[config.mk]
export PLATFORM = sky130hd
export DESIGN_NAME = pixel_write_arbiter
export DESIGN_NICKNAME = d
export VERILOG_FILES = /design/src/rtl/pixel_write_arbiter.sv
export SDC_FILE = /design/constraint.sdc
export NUM_CORES = 1
export LEC_CHECK = 0
export CORE_MARGIN = 3
export CORE_UTILIZATION = 35
export CTS_CLUSTER_DIAMETER = 60
export DETAILED_ROUTE_END_ITERATION = 10
export PLACE_DENSITY = 0.67
export SYNTH_ARGS = -nofsm -noshare
export SYNTH_HDL_FRONTEND = slang
export SYNTH_SLANG_ARGS = --single-unit
[constraint.sdc]
create_clock -name clk -period 3.1 [get_ports clk]
set_input_delay 0.31 -clock clk [delete_from_list [all_inputs] [get_ports clk]]
set_output_delay 0.31 -clock clk [all_outputs]
set_load 0.01 [all_outputs]
[src/rtl/pixel_write_arbiter.sv]
// Round-robin arbiter sharing the frame-buffer pixel write port between two
// requesters, with primitive locking and a burst cap. Macro PIX_ARB_CLIP_EN drops off-screen writes.
module pixel_write_arbiter #(
  parameter int ADDR_W    = 18,
  parameter int DATA_W    = 4,
  parameter int MAX_BURST = 64,
  parameter int FB_DEPTH  = 256000
) (
  input  logic              clk,
  input  logic              reset_n,
  input  logic              req0_valid,
  input  logic [ADDR_W-1:0] req0_addr,
  input  logic [DATA_W-1:0] req0_data,
  input  logic              req0_last,
  output logic              req0_ready,
  input  logic              req1_valid,
  input  logic [ADDR_W-1:0] req1_addr,
  input  logic [DATA_W-1:0] req1_data,
  input  logic              req1_last,
  output logic              req1_ready,
  input  logic              fb_ready,
  output logic              wr_en,
  output logic [ADDR_W-1:0] wr_addr,
  output logic [DATA_W-1:0] wr_data,
  output logic [1:0]        grant,
  output logic              idle
`ifdef PIX_ARB_CLIP_EN
  ,
  output logic [15:0]       clip_count
`endif
);

  typedef enum logic [1:0] {S_IDLE, S_OWN0, S_OWN1} state_t;

  state_t              r_state, w_state_next;
  logic                r_last_owner, w_last_owner_next;
  logic [7:0]          r_burst, w_burst_next;
  logic                r_wr_en;
  logic [ADDR_W-1:0]   r_wr_addr;
  logic [DATA_W-1:0]   r_wr_data;

  logic                w_owner1;
  logic                w_sel_valid, w_oth_valid, w_sel_last;
  logic [ADDR_W-1:0]   w_sel_addr;
  logic [DATA_W-1:0]   w_sel_data;
  logic                w_acc, w_write;
  logic [8:0]          w_burst_inc;
  logic                w_burst_full;

  // Mux the owning requester's beat; in IDLE nothing is accepted so the mux value is irrelevant.
  assign w_owner1    = (r_state == S_OWN1);
  assign w_sel_valid = w_owner1 ? req1_valid : req0_valid;
  assign w_oth_valid = w_owner1 ? req0_valid : req1_valid;
  assign w_sel_last  = w_owner1 ? req1_last  : req0_last;
  assign w_sel_addr  = w_owner1 ? req1_addr  : req0_addr;
  assign w_sel_data  = w_owner1 ? req1_data  : req0_data;

  assign req0_ready  = (r_state == S_OWN0) && fb_ready;
  assign req1_ready  = (r_state == S_OWN1) && fb_ready;
  assign w_acc       = (req0_valid && req0_ready) || (req1_valid && req1_ready);

  assign w_burst_inc  = {1'b0, r_burst} + 9'd1;
  assign w_burst_full = (w_burst_inc >= 9'(MAX_BURST));

`ifdef PIX_ARB_CLIP_EN
  localparam logic [ADDR_W:0] FB_LIMIT = (ADDR_W+1)'(FB_DEPTH);
  logic w_in_range;
  assign w_in_range = ({1'b0, w_sel_addr} < FB_LIMIT);
  assign w_write    = w_acc && w_in_range;
`else
  assign w_write    = w_acc;
`endif

  always_comb begin
    w_state_next      = r_state;
    w_last_owner_next = r_last_owner;
    w_burst_next      = r_burst;
    case (r_state)
      S_IDLE: begin
        w_burst_next = '0;
        if (req0_valid && req1_valid)
          w_state_next = r_last_owner ? S_OWN0 : S_OWN1;
        else if (req0_valid)
          w_state_next = S_OWN0;
        else if (req1_valid)
          w_state_next = S_OWN1;
      end
      S_OWN0, S_OWN1: begin
        if (w_acc)
          w_burst_next = w_burst_full ? 8'(MAX_BURST) : w_burst_inc[7:0];
        // Release on end of primitive, burst cap, or owner gone quiet while the other waits.
        if ((w_acc && (w_sel_last || w_burst_full)) || (!w_sel_valid && w_oth_valid)) begin
          w_state_next      = S_IDLE;
          w_last_owner_next = w_owner1;
        end
      end
      default: w_state_next = S_IDLE;
    endcase
  end

  always_ff @(posedge clk or negedge reset_n) begin
    if (!reset_n) begin
      r_state      <= S_IDLE;
      r_last_owner <= 1'b1;
      r_burst      <= '0;
      r_wr_en      <= 1'b0;
      r_wr_addr    <= '0;
      r_wr_data    <= '0;
    end else begin
      r_state      <= w_state_next;
      r_last_owner <= w_last_owner_next;
      r_burst      <= w_burst_next;
      r_wr_en      <= w_write;
      if (w_write) begin
        r_wr_addr <= w_sel_addr;
        r_wr_data <= w_sel_data;
      end
    end
  end

`ifdef PIX_ARB_CLIP_EN
  logic [15:0] r_clip_count;
  always_ff @(posedge clk or negedge reset_n) begin
    if (!reset_n)
      r_clip_count <= '0;
    else if (w_acc && !w_in_range && (r_clip_count != 16'hFFFF))
      r_clip_count <= r_clip_count + 16'd1;
  end
  assign clip_count = r_clip_count;
`endif

  assign wr_en   = r_wr_en;
  assign wr_addr = r_wr_addr;
  assign wr_data = r_wr_data;
  assign grant   = {r_state == S_OWN1, r_state == S_OWN0};
  assign idle    = (r_state == S_IDLE) && !r_wr_en;

endmodule

-- Word-level counts from Yosys, hierarchy flattened
Cells that the tools add are included.
W data, S select, Z words.
- muxes and demuxes: 14
- $lt $le $gt $ge: 1
- $add $sub $neg: 1
- reduce and logical (&&, ||, !) cells: 19
- equal/unequal tests: 5
- operators with widths (cell ; number):
    $mux W18 ; 1
    $mux W8 ; 2
    $pmux W8 S2 ; 1
    $mux W2 ; 5
    $add A8 B1 Y9 const B ; 1
    $ge A9 B7 Y1 const B ; 1
    $logic_and A1 B1 Y1 ; 8
    $reduce_and A2 Y1 ; 3
    $mux W4 ; 1
    $ne A2 B2 Y1 const B ; 2
    $ne A4 B4 Y1 const B ; 1
    $pmux W2 S2 ; 1
    $logic_or A1 B1 Y1 ; 3
    $mux W1 ; 3
    $eq A2 B1 Y1 const B ; 1
    $eq A2 B2 Y1 const B ; 1
    $logic_not A1 Y1 ; 2
    $logic_not A2 Y1 ; 1
    $reduce_bool A2 Y1 ; 1
    $reduce_or A2 Y1 ; 1
- flip-flop bits (word level): 34
- word-level logic and storage cells: 46
- output and inout bits: 28
- input bits: 51

-- Logic depth before layout (Yosys ltp)
Gate-level depths: netlist of the first run.
- depth after elaboration: 8
- depth in mapped cells: 8

-- Least setup slack after synthesis of the first run
OpenSTA, ideal clock, no wires.
- kind: register to register
- from: reg r_state[0]
- to: reg r_burst[5]
- data arrival time: 1605 ps
- required time: 2976 ps
- library setup time: 124 ps
- clock period less this slack: 1729 ps
- slack: 1371 ps
- cell stages (with the launch flop): 8
- path buffers: 0
- cells stage by stage: dfrtp_1 > inv_1 > ha_1 > a22o_1 > nand3_1 > nand4b_2 > nor3_1 > a211o_1
- word-level cells in the longest chain between the ends: 6
- elaborated cells on any way between the ends: 13
- RTL lines (item ; line ; RTL):
    from (decl) ; 35 ; state_t r_state, w_state_next;
    from (signal assigned) ; 110 ; r_state <= w_state_next;
    $eq A2 B2 Y1 * ; - ;
    named net w_owner1 ; 42 ; logic w_owner1;
    $logic_and A1 B1 Y1 ; 59 ; assign req1_ready = (r_state == S_OWN1) && fb_ready;
    $logic_and A1 B1 Y1 ; 60 ; assign w_acc = (req0_valid && req0_ready) || (req1_valid && req1_ready);
    $logic_or A1 B1 Y1 ; 60 ;
    $ne A2 B2 Y1 (no source line) ; - ;
    $reduce_and A2 Y1 (no source line) ; - ;
    to (signal assigned) ; 112 ; r_burst <= w_burst_next;
    to (decl) ; 37 ; logic [7:0] r_burst, w_burst_next;
The timed path passes the listed nets; every way through them passes the cells marked *.
A chain may end at the register's enable or synchronous reset.

-- Final worst setup path of the first run
- from: reg r_state[0]
- to: out req1_ready
- word-level cells in the longest chain between the ends: 2
- RTL lines (item ; line ; RTL):
    $eq A2 B2 Y1 ; 59 ;
    $logic_and A1 B1 Y1 ; 59 ;
    to (decl) ; 20 ; output logic req1_ready,
No other way between the ends.

==> results of run 1 <==
[logic make-up after synthesis]
| kind of cell | after synthesis | synth area share (%) |
|---|---|---|
| fa+ha+maj | 5 | 3.26 |
| compound gates | 52 | 18.1 |
| buf+inv | 19 | 5.47 |
| simple gates | 61 | 16.4 |
| mux | 23 | 12.0 |
| xor+xnor | 1 | 0.456 |
| flops | 34 | 44.4 |
[final cells by class]
cell class / count / area, sq um
Fill cell: 510 / 2360
Sequential cell: 34 / 852
Tap cell: 70 / 87.6
Inverter: 7 / 26.3
Multi-Input combinational cell: 142 / 966
Timing Repair Buffer: 81 / 803
Clock buffer: 8 / 110
[cell usage after synthesis, types with 4 or more instances]
library cell	n	area share, %
mux2i_1	23	12
o21ai_0	27	7.0
clkbuf_1	4	0.78
dfrtp_1	33	43
inv_1	6	1.2
nand3_1	4	1.0
and2_1	4	1.3
a22o_1	5	2.3
ha_1	5	3.3
nand2_1	31	6.1
nor2b_1	5	1.6
nor2_1	6	1.2
[where the power goes]
part | total (W) | internal [W] | leakage (nW) | switching [W]
combinational | 0.00113 | 0.000588 | 0.740 | 0.000543
clock | 0.000372 | 0.000224 | 0.0575 | 0.000147
sequential | 0.000686 | 0.000602 | 0.438 | 0.0000839
total | 0.00219 | 0.00141 | 1.24 | 0.000775
[critical path, cell delays in order, from the launching register on]
cell and delay [ns]:
dfrtp_1 0.41, inv_1 0.11, ha_2 0.30, buf_4 0.39, and2_1 0.18, clkdlybuf4s50_1 0.53
[how the worst min path moves through the flow]
| stage | slack, ns | from | cells past startpoint | endpoint |
|---|---|---|---|---|
| 5_1_grt | 0.49 | reset_n | 2 | r_state[0]$_DFFE_PN0P_ |
| 2_1_floorplan | 0.01 | reset_n | 0 | r_burst[0]$_DFFE_PN0P_ |
| 4_1_cts | 0.46 | reset_n | 2 | r_state[0]$_DFFE_PN0P_ |
| 3_5_place_dp | 0.47 | wr_addr[15]$_DFFE_PN0P_ | 2 | wr_addr[15]$_DFFE_PN0P_ |
| 3_3_place_gp | 0.46 | wr_data[2]$_DFFE_PN0P_ | 2 | wr_data[2]$_DFFE_PN0P_ |
| 6_report | 0.45 | reset_n | 2 | r_state[0]$_DFFE_PN0P_ |
[cell usage in the layout (no fill, tap or decap), drive strengths merged]
cell type      count
a211o              1
a211oi             1
a21boi             1
a21o               2
a21oi              2
a221oi             1
a22o               5
a31oi              1
a32oi              1
and2               4
and3               1
buf                3
clkbuf             8
clkdlybuf4s50     78
dfrtp             33
dfstp              1
ha                 5
inv                7
mux2i             23
nand2             31
nand2b             1
nand3              5
nand4b             3
nor2               6
nor2b              5
nor3               1
nor3b              2
nor4               1
o211ai             3
o21a               1
o21ai             29
o22ai              1
o31a               1
o31ai              1
o32ai              1
or3                1
xnor2              1
[metrics by stage]
stage          power [W]  utilization (%)  hold WS (ns)  cells  area (sq um)
2_1_floorplan    0.00136                -        0.0144    195          1920
4_1_cts          0.00223             54.7         0.460    342          2850
5_1_grt          0.00237             54.7         0.489    342          2850
3_3_place_gp     0.00183             52.5         0.461    334          2740
3_5_place_dp     0.00184             52.5         0.470    334          2740
6_report         0.00219             54.7         0.448    342          2850
[state kept, by name, summed over array words and instances (netlist names)]
register      count
r_state           2
wr_data           4
r_burst           8
r_last_owner      1
wr_en             1
wr_addr          18
[metal layers]
layer	global-route usage, %	routed length, um	up-vias
met4	2.53	15	0
met3	5.16	355	2
met1	19.2	1940	753
met2	21.4	2070	48
li1	-	-	843
met5	0	0	-
==> impl_metrics.tcl, run 1 <==
set metrics [dict create \
    synth_cells 195 \
    numCtsBuffers 5 \
    firstDrtPassIters 4 \
    tightest_slew_ns 0.438 \
    grt_pass1_vias 1491 \
    syn_area_per_cell_sq_um 9.85 \
    ys_warn_count 0 \
    cts_hold_buf 0 \
    max_cap_violations 0 \
    start_util_pct 36.9 \
    die_h_um 80.1 \
    setup_ws_ns 0.589 \
    grt_usage_pct 14.0 \
    ir_drop_uv 319 \
    crit_required_ns 2.79 \
    relSlewSlack_pct 70.7 \
    drive_above_1_share_pct 8.09 \
    reg2reg_slack_ns 1.06 \
    dp_hpwl_um 3330 \
    area_growth_pct 48.1 \
    num_rows 26 \
    worst-path-max-fanout 24 \
    synth-main-ff-cell "dfrtp_1" \
    die_w_um 80.1 \
    ys_seq_area_share_pct 44.4 \
    slew_viol_final 0 \
    crit_path_start_kind "flip-flop" \
    core_area_sq_um 5200 \
    postCtsSetupBuffers 0 \
    place_ws_ns 0.856 \
    setup_viol 0 \
    wl_per_cell_um 12.8 \
    overflow 0 \
    syn-cell-area_sq_um 1920 \
    grt_pass1_wl_um 7140 \
    grt_max_degree 46 \
    path_clk_slew_ns 0.07 \
    endpoint "req1_ready" \
    drt_iter0_drc 36 \
    tns_ns 0 \
    io_pins 79 \
    critPathArrivalTime_ns 2.20 \
    cts_tree "built" \
    final_net_count 327 \
    drt_wl_total_um 4380 \
    crit_type "reg2out" \
    num_vias 1646 \
    r2r_end "r_burst[5]$_DFFE_PN0P_" \
    insertion_delay_ns 0.27 \
    leakagePower_nw 1.24 \
    rsz0062_at_grt "false" \
    period_share_pct 81.0 \
    post-route-min-period_ns 2.51 \
    dieArea_sq_um 6410 \
    max_freq_mhz 398 \
    cts.sinks 34 \
    antenna_found_initial 0 \
    drc 0 \
    endpoint_kind "primary output" \
    synth_edf_count 0 \
    critPathLaunch "r_state[0]$_DFFE_PN0P_" \
    fin_worst_skew_ns 0.00318 \
    ys_ff_latch 34 \
    cts_resized 0 \
    vias_per_cell 4.81 \
    root_buffer "clkbuf_8" \
    hold_violations 0 \
    num_antenna_cells 0 \
    gp_congestion 0.843 \
    synth_fp_nets 251 \
    status "finished, final reports clean" \
    portBuffers 78 \
    postRouteAntennaNets 0 \
    clockBufferDepth 2 \
    r2r_start "r_state[0]$_DFFE_PN0P_" \
    r2r_cells 7 \
    hold_class "in2async" \
    async_reset_ff_share_pct 100 \
    ys_types 42 \
    power.density_nw_per_um2 769 \
    htreeDepth 2 \
]
No activity file was read; power rests on OpenSTA's default activity.
==> inputs of run 2 (changes only) <==
- PLACE_DENSITY: 0.67 -> 0.7
- clock period: 3.1 -> 2 ns (I/O delays scaled with it)
==> run 2 against run 1 <==
Wire length up 4.8%. Non-clock buffer count grew 5. Worst setup slack got worse by 0.49 ns. Register-to-register slack worse by 0.96 ns.
==> impl_metrics.tcl, run 2 (same netlist as run 1, synthesis figures left out) <==
set metrics [dict create \
    status "finished, final reports clean" \
    reg2reg_slack_ns 0.10 \
    area_growth_pct 53.9 \
    ir_drop_uv 474 \
    grt_max_degree 46 \
    root_buffer "clkbuf_8" \
    r2r_cells 6 \
    postRouteAntennaNets 0 \
    tightest_slew_ns 0.437 \
    cts.sinks 34 \
    firstDrtPassIters 4 \
    final_cell_count_no_fill 347 \
    portBuffers 78 \
    r2r_end "r_state[1]$_DFFE_PN0P_" \
    cts_hold_buf 0 \
    endpoint_kind "primary output" \
    grt_pass1_vias 1627 \
    worst-path-max-fanout 3 \
    vias_per_cell 4.88 \
    drt_iter0_drc 75 \
    design_area_sq_um 2960 \
    crit_path_start_kind "flip-flop" \
    r2r_start "r_burst[0]$_DFFE_PN0P_" \
    post-route-min-period_ns 1.90 \
    htreeDepth 2 \
    hold_class "in2async" \
    critical_path.cell_chain "inv_2 > ha_2 > and2_1 > clkdlybuf4s50_1" \
    largest_register_ffs 18 \
    grt_usage_pct 14.8 \
    fin_worst_skew_ns 0.00193 \
    period_share_pct 94.9 \
    insertion_delay_ns 0.28 \
    leakagePower_nw 1.30 \
    cts_tree "built" \
    max_stage_delay_ns 0.54 \
    drt_wl_total_um 4590 \
    num_vias 1695 \
    crit_required_ns 1.80 \
    setup_viol 0 \
    slowest_stage "clkdlybuf4s50_1" \
    max_cap_violations 0 \
    place_ws_ns 0.0757 \
    core_area_sq_um 5200 \
    power.density_nw_per_um2 1250 \
    dieArea_sq_um 6410 \
    antenna_found_initial 0 \
    total_power_w 0.00370 \
    layout_commonest_cell "clkdlybuf4s50_1" \
    overflow 0 \
    die_w_um 80.1 \
    io_pins 79 \
    relSlewSlack_pct 70.9 \
    gp_congestion 0.826 \
    slew_viol_final 0 \
    setup_ws_ns 0.102 \
    hold_violations 0 \
    die_h_um 80.1 \
    numCtsBuffers 5 \
    dp_hpwl_um 3440 \
    drc 0 \
    clockBufferDepth 2 \
    final_cell_mix "clkdlybuf4s50_1, dfrtp_1, nand2_1, o21ai_0, mux2i_1" \
    final_net_count 332 \
    path_clk_slew_ns 0.07 \
    critPathArrivalTime_ns 1.70 \
    num_rows 26 \
    max_freq_mhz 527 \
    dp_cells 338 \
    num_antenna_cells 0 \
    wl_per_cell_um 13.2 \
    drive_above_1_share_pct 11.2 \
    start_util_pct 36.9 \
    grt_pass1_wl_um 7360 \
    cp_num_buf_inv 2 \
    placed_cell_area_sq_um 2780 \
    crit_family "buffers and inverters" \
    crit_type "reg2out" \
]
run 2: what timing repair did:
action / 4_1_cts / 5_1_grt
endpoints found under the setup margin: 1 / 9
gates resized for setup: 2 / 6
pin swaps: 0 / 1
setup buffers: 1 / 0
run 2: power by group:
group          switching (W)  total, W  internal [W]
combinational       0.000871   0.00184      0.000968
clock               0.000259  0.000790      0.000532
sequential          0.000137   0.00107      0.000933
total                0.00127   0.00370       0.00243
run 2: layer usage:
metal / GRT usage, % / vias to the layer above / share of wire [%]
li1: - / 852 / -
met4: 4.05 / 0 / 1.5
met5: 0 / - / 0
met1: 17.6 / 776 / 42
met2: 25.4 / 59 / 50
met3: 4.82 / 8 / 7.0
run 2: worst max-delay path by stage:
| stage | start | to | slack [ns] | cells past startpoint |
|---|---|---|---|---|
| after floorplan | r_state[0]$_DFFE_PN0P_ | r_burst[5]$_DFFE_PN0P_ | 0.27 | 7 |
| after global placement | req0_valid | r_state[1]$_DFFE_PN0P_ | 0.08 | 7 |
| after detailed placement | r_state[0]$_DFFE_PN0P_ | r_burst[5]$_DFFE_PN0P_ | 0.08 | 6 |
| after CTS | r_state[0]$_DFFE_PN0P_ | req1_ready | 0.02 | 5 |
| after global routing | r_burst[0]$_DFFE_PN0P_ | r_state[1]$_DFFE_PN0P_ | -0.002 | 6 |
| final | r_state[1]$_DFFE_PN0P_ | req0_ready | 0.10 | 4 |
run 2: cell type report:
class | instances | area (sq um)
Inverter | 7 | 26.3
Clock inverter | 2 | 60.1
Multi-Input combinational cell | 142 | 992
Clock buffer | 6 | 82.6
Fill cell | 482 | 2250
Tap cell | 70 | 87.6
Sequential cell | 34 | 852
Timing Repair Buffer | 86 | 856
run 2: through the flow:
| stage | util, % | hold slack, ns | setup TNS, ns |
|---|---|---|---|
| 2_1_floorplan | - | -0.0956 | 0 |
| 3_3_place_gp | 53.4 | 0.462 | 0 |
| 3_5_place_dp | 53.4 | 0.470 | 0 |
| 4_1_cts | 56.4 | 0.354 | 0 |
| 5_1_grt | 56.8 | 0.382 | -0.00233 |
| 6_report | 56.8 | 0.332 | 0 |
==> patch, RTL diff (config.mk and constraints of run 2) <==
Set the parameter `DATA_W` to 6 (it was 4).
--- a/src/rtl/pixel_write_arbiter.sv
+++ b/src/rtl/pixel_write_arbiter.sv
@@ -4,3 +4,3 @@
   parameter int ADDR_W    = 18,
-  parameter int DATA_W    = 4,
+  parameter int DATA_W    = 6,
   parameter int MAX_BURST = 64,
Interface: changed (resized req0_data, req1_data and wr_data); port bits go from 79 to 85. The function was not compared with the original's and may differ.
==> patch against run 2 <==
  * The flow now finishes with violations (negative hold slack)
  * Sequential cell count rose by 2
  * Hold slack worse by 0.34 ns
  * Total power is 5.0% higher
  * Clock skew is 0.0059 ns higher
  * Final area is 6.4% higher
  * Worst setup slack got worse by 0.023 ns
  * Wire length grew 12%
  * Area after synthesis up 3.1%
  * Via count rose by 8.4%
  * Sequential share of layout area shrank 0.14 points
  * Critical path type unchanged
  * Critical endpoint unchanged
  * Highest routed layer unchanged
==> patch: results (changes against run 2) <==
outcome=finished with violations (was finished clean); violated checks=negative hold slack; Tcrit/Tclk final=0.9606 (was 0.9491); WL/cell=13.80 um (was 13.22 um); Leakage=0.001384 uW (was 0.001304 uW); Buffers on Ports=84 (was 78); drt via density=4.954 (was 4.885); dpl hpwl=3.865 mm (was 3.437 mm); layout cells sized above 1=0.1661 (was 0.1119); Reg2Reg Setup Slack=0.08 ns (was 0.10 ns); Critical Path AT=1.72 ns (was 1.70 ns); synth top area cells=dfrtp_1 (44%), mux2i_1 (13%), o21ai_0 (7.1%), nand2_1 (6.1%), ha_1 (3.2%) (was dfrtp_1 (43%), mux2i_1 (12%), o21ai_0 (7.0%), nand2_1 (6.1%), ha_1 (3.3%)); Post-synth top cells=dfrtp_1 (35), nand2_1 (32), o21ai_0 (28) (was dfrtp_1 (33), nand2_1 (31), o21ai_0 (27)); gpl congestion=0.8139 (was 0.8257); number of global-route vias before repair=1745 (was 1627); Post-Syn Instances=201 (was 195); first-pass GRT wire length=8.038 mm (was 7.362 mm); sequential-to-total area share from yosys stat=0.4555 (was 0.4436); post-placement setup slack=0.005384 ns (was 0.07571 ns); Synth cell types=43 (was 42); reg2reg start=r_burst[1]$_DFFE_PN0P_ (was r_burst[0]$_DFFE_PN0P_); Crit Reg-Reg Endpoint=r_burst[5]$_DFFE_PN0P_ (was r_state[1]$_DFFE_PN0P_); VDD IR max=0.5051 mV (was 0.4739 mV); # nets final=360 (was 332); Hold WS=-0.01175 ns (was 0.3319 ns); largest net degree at the start of global routing=37 (was 46); Final Hold Viols=3 (was 0); Slew headroom=0.4681 (was 0.7086); initial DRC count=100 (was 75)
-- patch: changes by cell type after synthesis, moves of 3 or more --
cell | before | now
nor2b_1 | 5 | 2
buf_6 | 3 | 0
a22o_1 | 5 | 2
clkbuf_1 | 4 | 8
-- patch: timing repair --
action,4_1_cts,5_1_grt
buffers inserted,0,5
setup endpoints to repair,3,11
pin swaps,1,3
gates resized for setup,3,9
-- patch: area by class of cell --
cell class	count	area [um^2]
repair buffers	104	994.7
inverters	8	30.03
clock inverters	2	15.01
well taps	70	87.58
multi-input cells	145	1033
clock buffers	6	82.58
flip-flops and latches	36	902.1
fillers	478	2157
-- patch: layer usage --
| metal | share of wire | vias up | track usage | wire [um] |
|---|---|---|---|---|
| met5 | 0 | - | 0 | 0 |
| met4 | 0.013 | 0 | 0.05068 | 65 |
| met3 | 0.087 | 8 | 0.07095 | 447 |
| met2 | 0.49 | 66 | 0.2553 | 2528 |
| met1 | 0.41 | 850 | 0.1933 | 2080 |
| li1 | - | 914 | - | - |
-- patch: cells by family (layout without fill, tap and decap cells) --
family                   after synthesis  after routing  synth area share
AND/OR/NAND/NOR                       54             54            0.1232
buffers and inverters                 20            120           0.04232
adder cells (fa/ha/maj)                5              5           0.03159
multiplexers                          27             27            0.1377
AO/OA/AOI/OAI                         58             58            0.2053
XOR/XNOR                               1              1          0.004423
flip-flops                            36             36            0.4555
-- patch: power breakdown --
part / internal [uW] / switching, uW / leakage [uW] / total, uW
sequential: 1000 / 155 / 0.000462 / 1150
combinational: 1170 / 1000 / 0.000879 / 2170
clock: 279 / 276 / 0.0000434 / 555
-- patch: worst max-delay path, delay by kind of cell (launching register included) --
family | cells | cell delay, ns
flip-flops | 1 | 0.44
buffers and inverters | 2 | 0.65
adder cells (fa/ha/maj) | 1 | 0.22
AND/OR/NAND/NOR | 1 | 0.13
